`src/rtl/spi_xfer_arbiter.sv`:
```
// Shares one SPI master among N requesters: grant, start strobe, track LOAD, return rx word.
// Round-robin by default; define SPI_ARB_FIXED_PRIO_EN for fixed priority (lowest index wins).
module spi_xfer_arbiter #(
   parameter int unsigned N   = 4,
   parameter int unsigned M   = 8,
   parameter int unsigned GAP = 2
) (
   input  logic           i_clk,
   input  logic           i_rst,
   input  logic [N-1:0]   i_req,
   input  logic [N*M-1:0] i_tx_dat,
   output logic [N-1:0]   o_gnt,
   output logic [N-1:0]   o_done,
   output logic [M-1:0]   o_rx_dat,
   output logic           o_busy,
   output logic           o_spi_st,
   output logic [M-1:0]   o_spi_mtx_dat,
   input  logic           i_spi_load,
   input  logic [M-1:0]   i_spi_mrx_dat
);

   localparam int unsigned PW = (N > 1) ? $clog2(N) : 1;
   localparam int unsigned GW = $clog2(GAP + 1);

   typedef enum logic [2:0] {StIdle, StStart, StWaitLo, StWaitHi, StCapt} state_t;

   state_t        r_state;
   state_t        w_state_nxt;
   logic [GW-1:0] r_gap_cnt;
   logic          r_load_prev;
   logic [N-1:0]  r_gnt;
   logic [N-1:0]  r_done;
   logic [M-1:0]  r_rx_dat;
   logic [M-1:0]  r_mtx_dat;
   logic          r_st;

   logic          w_gap_ok;
   logic          w_load_rise;
   logic          w_found;
   logic          w_grant;
   logic          w_st_nxt;
   logic          w_busy;
   logic [PW-1:0] w_win;
   logic [N-1:0]  w_win_oh;
   logic [M-1:0]  w_win_dat;

   assign w_gap_ok    = (r_gap_cnt == GW'(GAP));
   assign w_load_rise = ~r_load_prev & i_spi_load;
   assign w_grant     = (r_state == StIdle) & w_found & w_gap_ok;
   assign w_win_oh    = N'(1) << w_win;
   assign w_win_dat   = i_tx_dat[32'(w_win) * M +: M];

`ifdef SPI_ARB_FIXED_PRIO_EN
   always_comb begin
      w_found = 1'b0;
      w_win   = '0;
      for (int i = N - 1; i >= 0; i--) begin
         if (i_req[i]) begin
            w_found = 1'b1;
            w_win   = PW'(i);
         end
      end
   end
`else
   logic [PW-1:0] r_ptr;
   logic [PW-1:0] w_idx;

   // Search starts one past the last winner and wraps at N.
   always_comb begin
      w_found = 1'b0;
      w_win   = '0;
      w_idx   = r_ptr;
      for (int k = 0; k < N; k++) begin
         w_idx = (w_idx == PW'(N - 1)) ? '0 : w_idx + 1'b1;
         if (!w_found && i_req[w_idx]) begin
            w_found = 1'b1;
            w_win   = w_idx;
         end
      end
   end

   always_ff @(posedge i_clk or posedge i_rst) begin
      if (i_rst) begin
         r_ptr <= PW'(N - 1);
      end else if (w_grant) begin
         r_ptr <= w_win;
      end
   end
`endif

   always_ff @(posedge i_clk or posedge i_rst) begin
      if (i_rst) begin
         r_state <= StIdle;
      end else begin
         r_state <= w_state_nxt;
      end
   end

   always_comb begin
      w_state_nxt = r_state;
      unique case (r_state)
         StIdle:   if (w_grant) w_state_nxt = StStart;
         StStart:  w_state_nxt = StWaitLo;
         StWaitLo: if (!i_spi_load) w_state_nxt = StWaitHi;
         StWaitHi: if (w_load_rise) w_state_nxt = StCapt;
         StCapt:   w_state_nxt = StIdle;
         default:  w_state_nxt = StIdle;
      endcase
   end

   always_comb begin
      w_st_nxt = (r_state == StStart);
      w_busy   = (r_state != StIdle);
   end

   always_ff @(posedge i_clk or posedge i_rst) begin
      if (i_rst) begin
         r_gap_cnt   <= '0;
         r_load_prev <= 1'b1;
         r_gnt       <= '0;
         r_done      <= '0;
         r_rx_dat    <= '0;
         r_mtx_dat   <= '0;
         r_st        <= 1'b0;
      end else begin
         r_load_prev <= i_spi_load;
         r_st        <= w_st_nxt;
         r_done      <= '0;
         // A low LOAD in idle means someone else is using the master; restart the gap.
         if (r_state == StIdle) begin
            if (!i_spi_load) begin
               r_gap_cnt <= '0;
            end else if (!w_gap_ok) begin
               r_gap_cnt <= r_gap_cnt + 1'b1;
            end
         end
         if (w_grant) begin
            r_gnt     <= w_win_oh;
            r_mtx_dat <= w_win_dat;
         end
         if (r_state == StCapt) begin
            r_rx_dat  <= i_spi_mrx_dat;
            r_done    <= r_gnt;
            r_gnt     <= '0;
            r_gap_cnt <= '0;
         end
      end
   end

   assign o_gnt         = r_gnt;
   assign o_done        = r_done;
   assign o_rx_dat      = r_rx_dat;
   assign o_busy        = w_busy;
   assign o_spi_st      = r_st;
   assign o_spi_mtx_dat = r_mtx_dat;

endmodule
```
`config.mk`:
```
export PLATFORM = sky130hd
export DESIGN_NAME = spi_xfer_arbiter
export DESIGN_NICKNAME = d
export VERILOG_FILES = /design/src/rtl/spi_xfer_arbiter.sv
export SDC_FILE = /design/constraint.sdc
export NUM_CORES = 1
export LEC_CHECK = 0
export BUFFER_PORTS_ARGS = -buffer_cell sky130_fd_sc_hd__buf_2
export CORE_MARGIN = 8
export CORE_UTILIZATION = 43
export DETAILED_ROUTE_END_ITERATION = 6
export GPL_ROUTABILITY_DRIVEN = 1
export PLACE_DENSITY = 0.76
export SLEW_MARGIN = 10
export SYNTH_ARGS = -nofsm -noshare
export SYNTH_HDL_FRONTEND = slang
export SYNTH_SLANG_ARGS = --single-unit
```
`constraint.sdc`:
```
create_clock -name i_clk -period 2.2 [get_ports i_clk]
set_input_delay 0 -clock i_clk [delete_from_list [all_inputs] [get_ports i_clk]]
set_output_delay 0 -clock i_clk [all_outputs]
set_load 0.02 [all_outputs]
```
==> results of run 1 <==
-- layer usage --
| metal | up-vias | routed length (microns) | GRT usage |
|---|---|---|---|
| met5 | - | 0 | 0 |
| met2 | 46 | 2360 | 0.254 |
| met1 | 716 | 1840 | 0.166 |
| met4 | 0 | 50 | 0.0500 |
| li1 | 758 | - | - |
| met3 | 7 | 362 | 0.0734 |
-- report_power, final --
group | total (uW) | internal (uW) | switching [uW]
Sequential | 1020 | 852 | 166
Combinational | 1740 | 806 | 934
Clock | 452 | 248 | 204
Total | 3210 | 1910 | 1300
-- logic make-up after synthesis --
| family | count (synthesis) |
|---|---|
| AND/OR/NAND/NOR | 54 |
| AO/OA/AOI/OAI | 33 |
| flip-flops | 33 |
| multiplexers | 25 |
| buffers and inverters | 11 |
| adder cells (fa/ha/maj) | 2 |
-- through the flow --
stage               setup TNS, ns  utilization
floorplan                       0            -
global placement                0        0.550
detailed placement       -0.00409        0.550
CTS                             0        0.599
global route                    0        0.603
finish                          0        0.603
-- Yosys cell counts --
| library cell | n | share of area |
|---|---|---|
| mux2i_1 | 12 | 0.071 |
| ha_1 | 2 | 0.015 |
| dfrtp_1 | 30 | 0.44 |
| o31ai_1 | 1 | 0.0044 |
| or2_2 | 2 | 0.0074 |
| nand3_1 | 6 | 0.018 |
| a21o_1 | 2 | 0.0088 |
| o22ai_1 | 2 | 0.0074 |
| nor3_1 | 1 | 0.0029 |
| nor2b_1 | 1 | 0.0037 |
| nand2_1 | 20 | 0.044 |
| a21oi_1 | 6 | 0.018 |
| a31oi_1 | 1 | 0.0037 |
| a32o_1 | 1 | 0.0059 |
| inv_1 | 3 | 0.0066 |
| dfstp_2 | 3 | 0.046 |
| mux2_4 | 3 | 0.026 |
| nor3b_1 | 2 | 0.0088 |
| buf_2 | 3 | 0.0088 |
| nor4_1 | 2 | 0.0074 |
| and3_1 | 4 | 0.015 |
| o221a_1 | 2 | 0.013 |
| nand2b_1 | 4 | 0.015 |
| a211oi_1 | 1 | 0.0044 |
| buf_6 | 1 | 0.0066 |
| o221ai_1 | 6 | 0.031 |
| or3_1 | 1 | 0.0037 |
| o311ai_0 | 1 | 0.0051 |
| o21ai_0 | 8 | 0.024 |
| o311ai_4 | 1 | 0.015 |
| a2bb2oi_1 | 1 | 0.0051 |
| nor2_1 | 6 | 0.013 |
| nor2_2 | 1 | 0.0037 |
| mux2_2 | 10 | 0.066 |
| or2_0 | 1 | 0.0037 |
| clkbuf_1 | 4 | 0.0088 |
| nand3b_1 | 2 | 0.0088 |
| nand2_2 | 1 | 0.0037 |
-- worst max-delay path by stage --
stage | from | end | slack (ns) | cells past startpoint
finish | r_ptr[1] | o_spi_mtx_dat[2] | 0.05 | 7
global route | r_ptr[1] | o_spi_mtx_dat[0] | 0.009 | 7
CTS | r_ptr[1] | o_spi_mtx_dat[6] | 0.01 | 8
detailed placement | r_ptr[1] | o_spi_mtx_dat[5] | -0.004 | 8
global placement | r_ptr[1] | o_spi_mtx_dat[6] | 0.04 | 8
floorplan | r_ptr[0] | o_spi_mtx_dat[0] | 0.01 | 8
-- repair_timing --
item,CTS,global route
buffers inserted,0,1
setup endpoints to repair,1,8
cloned,0,0
hold endpoints to repair,23,0
pin swaps,0,1
gates resized for setup,1,3
hold buffers,10,0
-- critical path: cells and delay by family (launching register included) --
kind,cells,cell delay (ns)
muxes,2,0.61
DFF,1,0.56
AOI/OAI and AO/OA,2,0.49
adders and majority gates,1,0.15
and+or+nand+nor,2,0.23
-- state kept, by name (all words and copies together), names as in the netlist --
name and cells:
r_ptr 2, r_gap_cnt 2, r_load_prev 1, o_gnt 4, o_done 4, o_spi_st 1, r_state 3, o_spi_mtx_dat 8
o_rx_dat 8
-- layout make-up --
| type | instances | share of cell area |
|---|---|---|
| Tap cell | 50 | 0.0265 |
| Inverter | 3 | 0.00477 |
| Sequential cell | 33 | 0.351 |
| Multi-Input combinational cell | 114 | 0.359 |
| Timing Repair Buffer | 90 | 0.222 |
| Clock buffer | 7 | 0.0366 |
==> results.md, run 1 <==
* Post-Syn Instances at roughly 160
* Die area at 6230 sq um
* Yosys reg bits at 33
* Post-synthesis sequential area ratio at 0.488
* Commonest non-fill, non-tap cell in the layout: buf_2
* Initial Utilization at 0.435
* Design Area, Final at 2360 sq um
* Placed Area at 2150 sq um
* Final Max Slew Viols at 0
* Non-filler instance count after layout at 297
* Global-route wire length before repair at between 7 and 8 mm
* Largest family of logic cells by synthesized area: multiplexers
* Period minus WS final at 2.15 ns
* Largest net degree at the start of global routing at 21
* Most frequent cells in the layout: 72 x buf_2, 30 x dfrtp_1, 20 x nand2_1
* Synth Area in Simple Gates at 0.158
* Port bufs at 72
* Cts bufs inserted at 5
* Syn nets at 207
* Hold Startpoint: i_tx_dat[25]
* Setup CP Type: reg2reg
* Register Area at 830 sq um
* DRC at 0
* Worst hold margin at approximately 0.039 ns
* RSZ-0062 raised after global routing: no
* Share of layout cells above drive strength 1 at 0.441
* YS warnings at 0
* Clock sink total at 33
* Routed WL per cell at 15.5 microns
* FF-to-FF setup slack at 0.05 ns
* Final Power at 3210 uW
* Placed cells at between 200 and 300
* Post-synthesis cell type count at 38
* Max Cap Viol at 0
* Reg-to-Reg Start: r_ptr[1]
* Final Hold Vio Count at 0
* Diode count at 0
* Antenna Violating Nets Remaining at 0
* Slowest stage delay, CP at 0.56 ns
* Cells on worst reg2reg path at 7
* Worst Path Max Fanout at 6
* GR Util All Layers at 0.152
* Filler Cell Count at 339
* Post-Synth XOR/XNOR Area at 0
* CTS root buf: clkbuf_8
* Worst EP arrival at 2.32 ns
* Htree depth at 2
* CTS max path bufs at 2
* Min-Delay Path Depth at 3
* Hold Path Class: in2reg
* Gpl congestion at 0.746
* Fin worst setup slack at 0.0469 ns
* Worst-path clk slew at 0.06 ns
* Post-DP HPWL at 3.29 mm
* Vias in the first global route at 1614
* IO Pins at 73
* Adder-cell share of the synthesized area at 0.0147
* Area Overhead vs Synth at 38.7%
* Initial antenna violation count at 0
* Critical Path End Type: flip-flop
* PD cells at 1360 nW/um^2
* Max-slew headroom at 0.647
* Mapped cell area at 1700 sq um
* Worst-Margin Slew at around 0.53 ns
* Tcrit/Tclk final at 0.979
* Total wire length at between 4 and 5 mm
* Area of the multi-input gates at 847 sq um
* First DRT Iteration DRCs at 86
* Max Fclk at 464 MHz
* Lkg Pwr at 0.00120 uW
* Clk_skew at 0.00677 ns
* Skew-Pair Late Insertion Delay at 0.28 ns
* Core area at 3910 sq um
* Mux cell area share after synthesis at 0.163
* Row cnt at 23
* Worst Hold End: o_spi_mtx_dat[1]
* # nets final at 296
* Worst flop-to-flop path endpoint: o_spi_mtx_dat[2]
* Overflow after GRT at 0
* Req. time, crit path at 2.36 ns
* Die height at 78.9 microns
* CP most frequent cell: mux2_4
* Worst path cell trace: ha_4 -> nand2_1 -> mux2_4 -> o311ai_4 -> nand2_4 -> mux2_4 -> o221a_1
* VDD IR max at a little over 0.8 mV
* Compound-Gate Fraction of Synth Area at 0.146
* Status: finished, final reports clean
* Worst path slowest cell: dfstp_2
* Die width at 78.9 microns
* Vias at between 1500 and 2000
* Syn Area/Cell at 10.8 sq um
* Final setup fails at 0
* Vias/cell at 5.14
* Drt pass-1 iters at 4
* DP Worst Slack at -0.00409 ns
* TritonCTS clock tree: built
* Startpoint types: flip-flop
Power figures use the tool's default switching activity.
==> inputs of run 2 (changes only) <==
--- a/config.mk
+++ b/config.mk
@@ -10,6 +10,7 @@
 export CORE_UTILIZATION = 43
 export DETAILED_ROUTE_END_ITERATION = 6
 export GPL_ROUTABILITY_DRIVEN = 1
+export GPL_TIMING_DRIVEN = 0
 export PLACE_DENSITY = 0.76
 export SLEW_MARGIN = 10
 export SYNTH_ARGS = -nofsm -noshare
==> run 2 against run 1 <==
Maximum frequency fell by 0.85%. Non-clock buffer count rose by 6. Clock power rose by 50%. Critical path type unchanged.
==> results.md, run 2 (synthesis results as in run 1) <==
* Core area at 3910 sq um (unchanged)
* Total wire length at 4.65 mm (+1.0%)
* Req. time, crit path at 2.37 ns (about the same)
* Die area at 6230 sq um (unchanged)
* Global-route wire length before repair at 7.51 mm (-0.73%)
* Port bufs at 71 (-1.4%)
* Vias at 1546 (+1.2%)
* Drt pass-1 iters at 4 (unchanged)
* Register Area at 830 sq um (unchanged)
* DRC at 0 (unchanged)
* Vias/cell at 5.09 (-1.1%)
* Vias in the first global route at 1602 (-0.74%)
* TritonCTS clock tree: built
* Tcrit/Tclk final at 0.987 (+0.00844)
* GR Util All Layers at 0.148 (-0.00410)
* CTS max path bufs at 2 (unchanged)
* Final Util at 0.629 (+0.0253)
* Fin worst setup slack at 0.0284 ns (-0.0186 ns)
* Critical Path End Type: flip-flop
* Max Cap Viol at 0 (unchanged)
* First DRT Iteration DRCs at 96 (+12%)
* Initial Utilization at 0.435 (unchanged)
* Row cnt at 23 (unchanged)
* Clock sink total at 33 (unchanged)
* Htree depth at 2 (unchanged)
* Period minus WS final at 2.17 ns (+0.0186 ns)
* Area Overhead vs Synth at 44.6%
* Initial antenna violation count at 0 (unchanged)
* Final setup fails at 0 (unchanged)
* Worst-Margin Slew at 0.686 ns (+0.157 ns)
* Diode count at 0 (unchanged)
* Routed WL per cell at 15.3 microns (-1.3%)
* Startpoint types: flip-flop
* DP Worst Slack at -0.232 ns (-0.227 ns)
* Lkg Pwr at 0.00124 uW (+4.0%)
* Final Hold Vio Count at 0 (unchanged)
* CTS root buf: clkbuf_8
* Clk_skew at 0.00521 ns (-0.00156 ns)
* Setup CP Type: reg2reg
* Die height at 78.9 microns (unchanged)
* RSZ-0062 raised after global routing: yes
* Antenna Violating Nets Remaining at 0 (unchanged)
* Area of the multi-input gates at 860 sq um (+1.5%)
* Overflow after GRT at 0 (unchanged)
* Worst-path clk slew at 0.07 ns (about the same)
* Commonest non-fill, non-tap cell in the layout: buf_2
* Max Fclk at 460 MHz (-0.85%)
* Worst EP arrival at 2.34 ns (+0.02 ns)
* Die width at 78.9 microns (unchanged)
* Post-DP HPWL at 3.32 mm (+0.88%)
* Worst Path Max Fanout at 6 (unchanged)
* Worst hold margin at 0.0372 ns (-0.00142 ns)
* Cts bufs inserted at 5 (unchanged)
* Max-slew headroom at 0.542 (-0.105)
* Final Max Slew Viols at 0 (unchanged)
* # nets final at 302 (+2.0%)
* Hold Path Class: in2reg
* Gpl congestion at 0.776 (+4.0%)
* Share of layout cells above drive strength 1 at 0.465 (+0.0233)
* Largest net degree at the start of global routing at 34 (+62%)
* VDD IR max at 0.747 mV (-9.5%)
* Filler Cell Count at 350 (+3.2%)
* PD cells at 1460 nW/um^2 (+7.5%)
* Status: finished, final reports clean
* Skew-Pair Late Insertion Delay at 0.28 ns (about the same)
* IO Pins at 73 (unchanged)
* Most frequent cells in the layout: 73 x buf_2, 30 x dfrtp_1, 18 x nand2_1
-- run 2: path summary, 6_finish.rpt --
kind | start | endpoint | slack (ns) | cells past startpoint
min reg2reg | o_spi_mtx_dat[6] | o_spi_mtx_dat[6] | 0.49 | 2
max reg2reg | r_ptr[0] | o_spi_mtx_dat[0] | 0.03 | 8
max in group asynchronous | i_rst | o_gnt[2] | 1.38 | 3
max | r_ptr[0] | o_spi_mtx_dat[0] | 0.03 | 8
min | i_tx_dat[19] | o_spi_mtx_dat[3] | 0.04 | 3
min in group asynchronous | i_rst | r_state[1] | 0.37 | 3
-- run 2: area by class of cell --
| type | count | area share |
|---|---|---|
| Inverter | 3 | 0.00458 |
| Timing Repair Buffer | 89 | 0.210 |
| Buffer | 7 | 0.0193 |
| Tap cell | 50 | 0.0254 |
| Clock buffer | 5 | 0.0280 |
| Clock inverter | 3 | 0.0264 |
| Sequential cell | 33 | 0.337 |
| Multi-Input combinational cell | 114 | 0.349 |
-- run 2: what timing repair did --
action	4_1_cts	5_1_grt
hold endpoints to repair	10	30
pin swaps	1	3
gates resized for setup	4	6
endpoints found under the setup margin	13	9
buffers inserted	4	4
hold buffers	9	1
-- run 2: report_power, final --
group | total, uW | switching [uW] | leakage (uW) | internal, uW
combinational | 1900 | 972 | 0.000766 | 929
sequential | 1020 | 166 | 0.000409 | 852
clock | 676 | 226 | 0.0000681 | 450
-- run 2: metal layers --
layer / up-vias / wire [microns] / track usage
met5: - / 0 / 0
li1: 767 / - / -
met4: 0 / 48 / 0.0537
met2: 55 / 2270 / 0.246
met1: 718 / 1950 / 0.170
met3: 6 / 377 / 0.0576
-- run 2: critical path, stage by stage, from the launching register on --
cell	delay [ns]
dfstp_2	0.56
ha_4	0.17
nand2_4	0.06
mux2_4	0.27
o311ai_4	0.22
nand2_2	0.10
buf_8	0.15
mux2_4	0.29
o221a_1	0.24
-- run 2: through the flow --
step | cell area, sq um | std cells | TNS, ns | power (uW)
after floorplan | 1720 | 158 | 0 | 2230
after global placement | 2140 | 279 | -1.59 | 2640
after detailed placement | 2140 | 279 | -1.97 | 2690
after CTS | 2410 | 300 | 0 | 3540
after global routing | 2460 | 304 | -0.0678 | 3820
final | 2460 | 304 | 0 | 3590
==> inputs of run 3 (changes only) <==
--- a/config.mk
+++ b/config.mk
@@ -11,7 +11,7 @@
 export DETAILED_ROUTE_END_ITERATION = 6
 export GPL_ROUTABILITY_DRIVEN = 1
 export GPL_TIMING_DRIVEN = 0
-export PLACE_DENSITY = 0.76
+export PLACE_DENSITY = 0.73
 export SLEW_MARGIN = 10
 export SYNTH_ARGS = -nofsm -noshare
 export SYNTH_HDL_FRONTEND = slang
==> run 3 against run 2 <==
Wire length hardly changed. Clock skew is 0.0030 ns lower. Clock-buffer cell count is 1 higher. Utilization is 0.42 points lower.
==> results.md, run 3 (synthesis results as in run 1) <==
* Slowest stage delay, CP at 0.56 ns (about the same)
* Worst EP arrival at 2.33 ns (about the same)
* Die height at 78.9 microns (unchanged)
* Die width at 78.9 microns (unchanged)
* Worst flop-to-flop path endpoint: o_spi_mtx_dat[0]
* Final setup fails at 0 (unchanged)
* First DRT Iteration DRCs at 70 (-27%)
* Vias/cell at 5.09 (+0.18%)
* Design Area, Final at 2440 sq um (-0.66%)
* VDD IR max at 0.866 mV (+16%)
* Max Cap Viol at 0 (unchanged)
* Worst-Margin Slew at 0.674 ns (-0.0115 ns)
* # nets final at 305 (+0.99%)
* Area Overhead vs Synth at 43.6%
* Levels on crit path at 8 (unchanged)
* IO Pins at 73 (unchanged)
* Worst path cell trace: ha_4 -> nand2_4 -> mux2_4 -> o311ai_4 -> nand2_2 -> buf_8 -> mux2_4 -> o221a_1
* Worst Path Max Fanout at 8 (+2)
* Hold Startpoint: i_tx_dat[19]
* RSZ-0062 raised after global routing: yes
* Overflow after GRT at 0 (unchanged)
* Max Used Layer: met4
* Routed WL per cell at 15.2 microns (-0.96%)
* Gpl congestion at 0.752 (-3.1%)
* Max-slew headroom at 0.550 (+0.00771)
* Setup_tns at 0 ns (unchanged)
* GR Util All Layers at 0.147 (-0.00122)
* Worst path bufs/invs at 1 (unchanged)
* Total wire length at 4.65 mm (about the same)
* Register Area at 830 sq um (unchanged)
* Fin worst setup slack at 0.0402 ns (+0.0118 ns)
* Row cnt at 23 (unchanged)
* Area of the multi-input gates at 872 sq um (+1.5%)
* Setup CP Type: reg2reg
* CP top delay family: flip-flops
* Routed length on met1 at 1.89 mm (-3.3%)
* Startpoint types: flip-flop
* Placed Area at 2140 sq um (unchanged)
* DP Worst Slack at -0.273 ns (-0.0414 ns)
* Largest net degree at the start of global routing at 34 (unchanged)
* Worst path slowest cell: dfstp_2
* Clock sink total at 33 (unchanged)
* Core area at 3910 sq um (unchanged)
* Status: finished, final reports clean
* Met3 WL post-DR at 349 microns (-7.4%)
* CP most frequent cell: mux2_4
* Period minus WS final at 2.16 ns (-0.0118 ns)
* Reg-to-Reg Start: r_ptr[0]
* Final Max Slew Viols at 0 (unchanged)
* Worst setup path endpoint: o_spi_mtx_dat[0]
* Post-DP HPWL at 3.39 mm (+2.2%)
* Req. time, crit path at 2.37 ns (about the same)
* Cts bufs inserted at 5 (unchanged)
* Final Hold Vio Count at 0 (unchanged)
* Filler Cell Count at 340 (-2.9%)
* Skew-Pair Late Insertion Delay at 0.28 ns (about the same)
* Worst-path clk slew at 0.07 ns (about the same)
* Clk_skew at 0.00218 ns (-0.00303 ns)
* Max Fclk at 463 MHz (+0.55%)
* Share of layout cells above drive strength 1 at 0.479 (+0.0140)
* Initial antenna violation count at 0 (unchanged)
* Most frequent cells in the layout: 73 x buf_2, 30 x dfrtp_1, 18 x nand2_1
* TritonCTS clock tree: built
* Diode count at 0 (unchanged)
* DRC at 0 (unchanged)
* Die area at 6230 sq um (unchanged)
* Initial Utilization at 0.435 (unchanged)
* Met2 wire length at 2.34 mm (+2.9%)
* Crit path from: r_ptr[0]
* Cells on worst reg2reg path at 8 (unchanged)
* PD cells at 1420 nW/um^2 (-3.0%)
* Critical Path End Type: flip-flop
* CTS root buf: clkbuf_8
* Hold Path Class: in2reg
* CTS max path bufs at 2 (unchanged)
* Htree depth at 2 (unchanged)
* Lkg Pwr at 0.00124 uW (-0.63%)
* Commonest non-fill, non-tap cell in the layout: buf_2
* Vias in the first global route at 1601 (-0.062%)
* FF-to-FF setup slack at 0.04 ns (about the same)
* Port bufs at 71 (unchanged)
* Drt pass-1 iters at 4 (unchanged)
* Vias at 1564 (+1.2%)
* Tcrit/Tclk final at 0.982 (-0.00535)
* Antenna Violating Nets Remaining at 0 (unchanged)
* Global-route wire length before repair at 7.28 mm (-3.1%)
==> run 3: changes by cell type in the layout (fill, tap and decap cells not counted), sizes merged <==
cell | before | now
clkbuf | 8 | 9
bufinv | 2 | 0
clkinv | 1 | 2
buf | 83 | 86
==> run 3: cell type report <==
type                            instances  area share
Buffer                                  7      0.0195
Clock inverter                          2     0.00410
Sequential cell                        33       0.339
Tap cell                               50      0.0256
Clock buffer                            6      0.0297
Inverter                                3     0.00461
Timing Repair Buffer                   92       0.220
Multi-Input combinational cell        114       0.357
==> run 3: repair_timing <==
item / 4_1_cts / 5_1_grt
pin swaps: 2 / 7
gates cloned: 0 / 0
endpoints found under the hold margin: 40 / 0
gates resized for setup: 5 / 9
buffers inserted: 6 / 5
hold buffers: 10 / 0
endpoints found under the setup margin: 13 / 8
==> run 3: worst min path at each step <==
stage | to | slack (ns) | cells after the start
floorplan | r_load_prev | 0.004 | 0
global placement | r_load_prev | 0.14 | 1
detailed placement | o_rx_dat[7] | 0.14 | 2
CTS | o_spi_mtx_dat[3] | 0.004 | 3
global route | o_spi_mtx_dat[3] | 0.03 | 3
finish | o_spi_mtx_dat[3] | 0.01 | 3
==> run 3: per-stage QoR <==
stage                     hold WS (ns)  power (uW)   util  std cells
final                           0.0112        3460  0.624        307
after global routing            0.0269        3700  0.624        307
after CTS                      0.00426        3340  0.609        303
after detailed placement         0.139        2690  0.546        279
after global placement           0.140        2650  0.546        279
after floorplan                0.00448        2230      -        158
==> run 3: layer usage <==
metal,vias to the layer above,global-route usage
met5,-,0
met4,0,0.0537
met3,9,0.0700
met2,43,0.241
met1,739,0.163
li1,773,-
==> run 3: power by group <==
group	switching [uW]	internal (uW)
registers	169	852
clock network	219	219
logic	1000	1000
total	1390	2070
==> run 3: tightest hold or removal path, stage by stage <==
cell,delay [ns]
buf_2,0.07
mux2i_1,0.05
o221ai_1,0.13
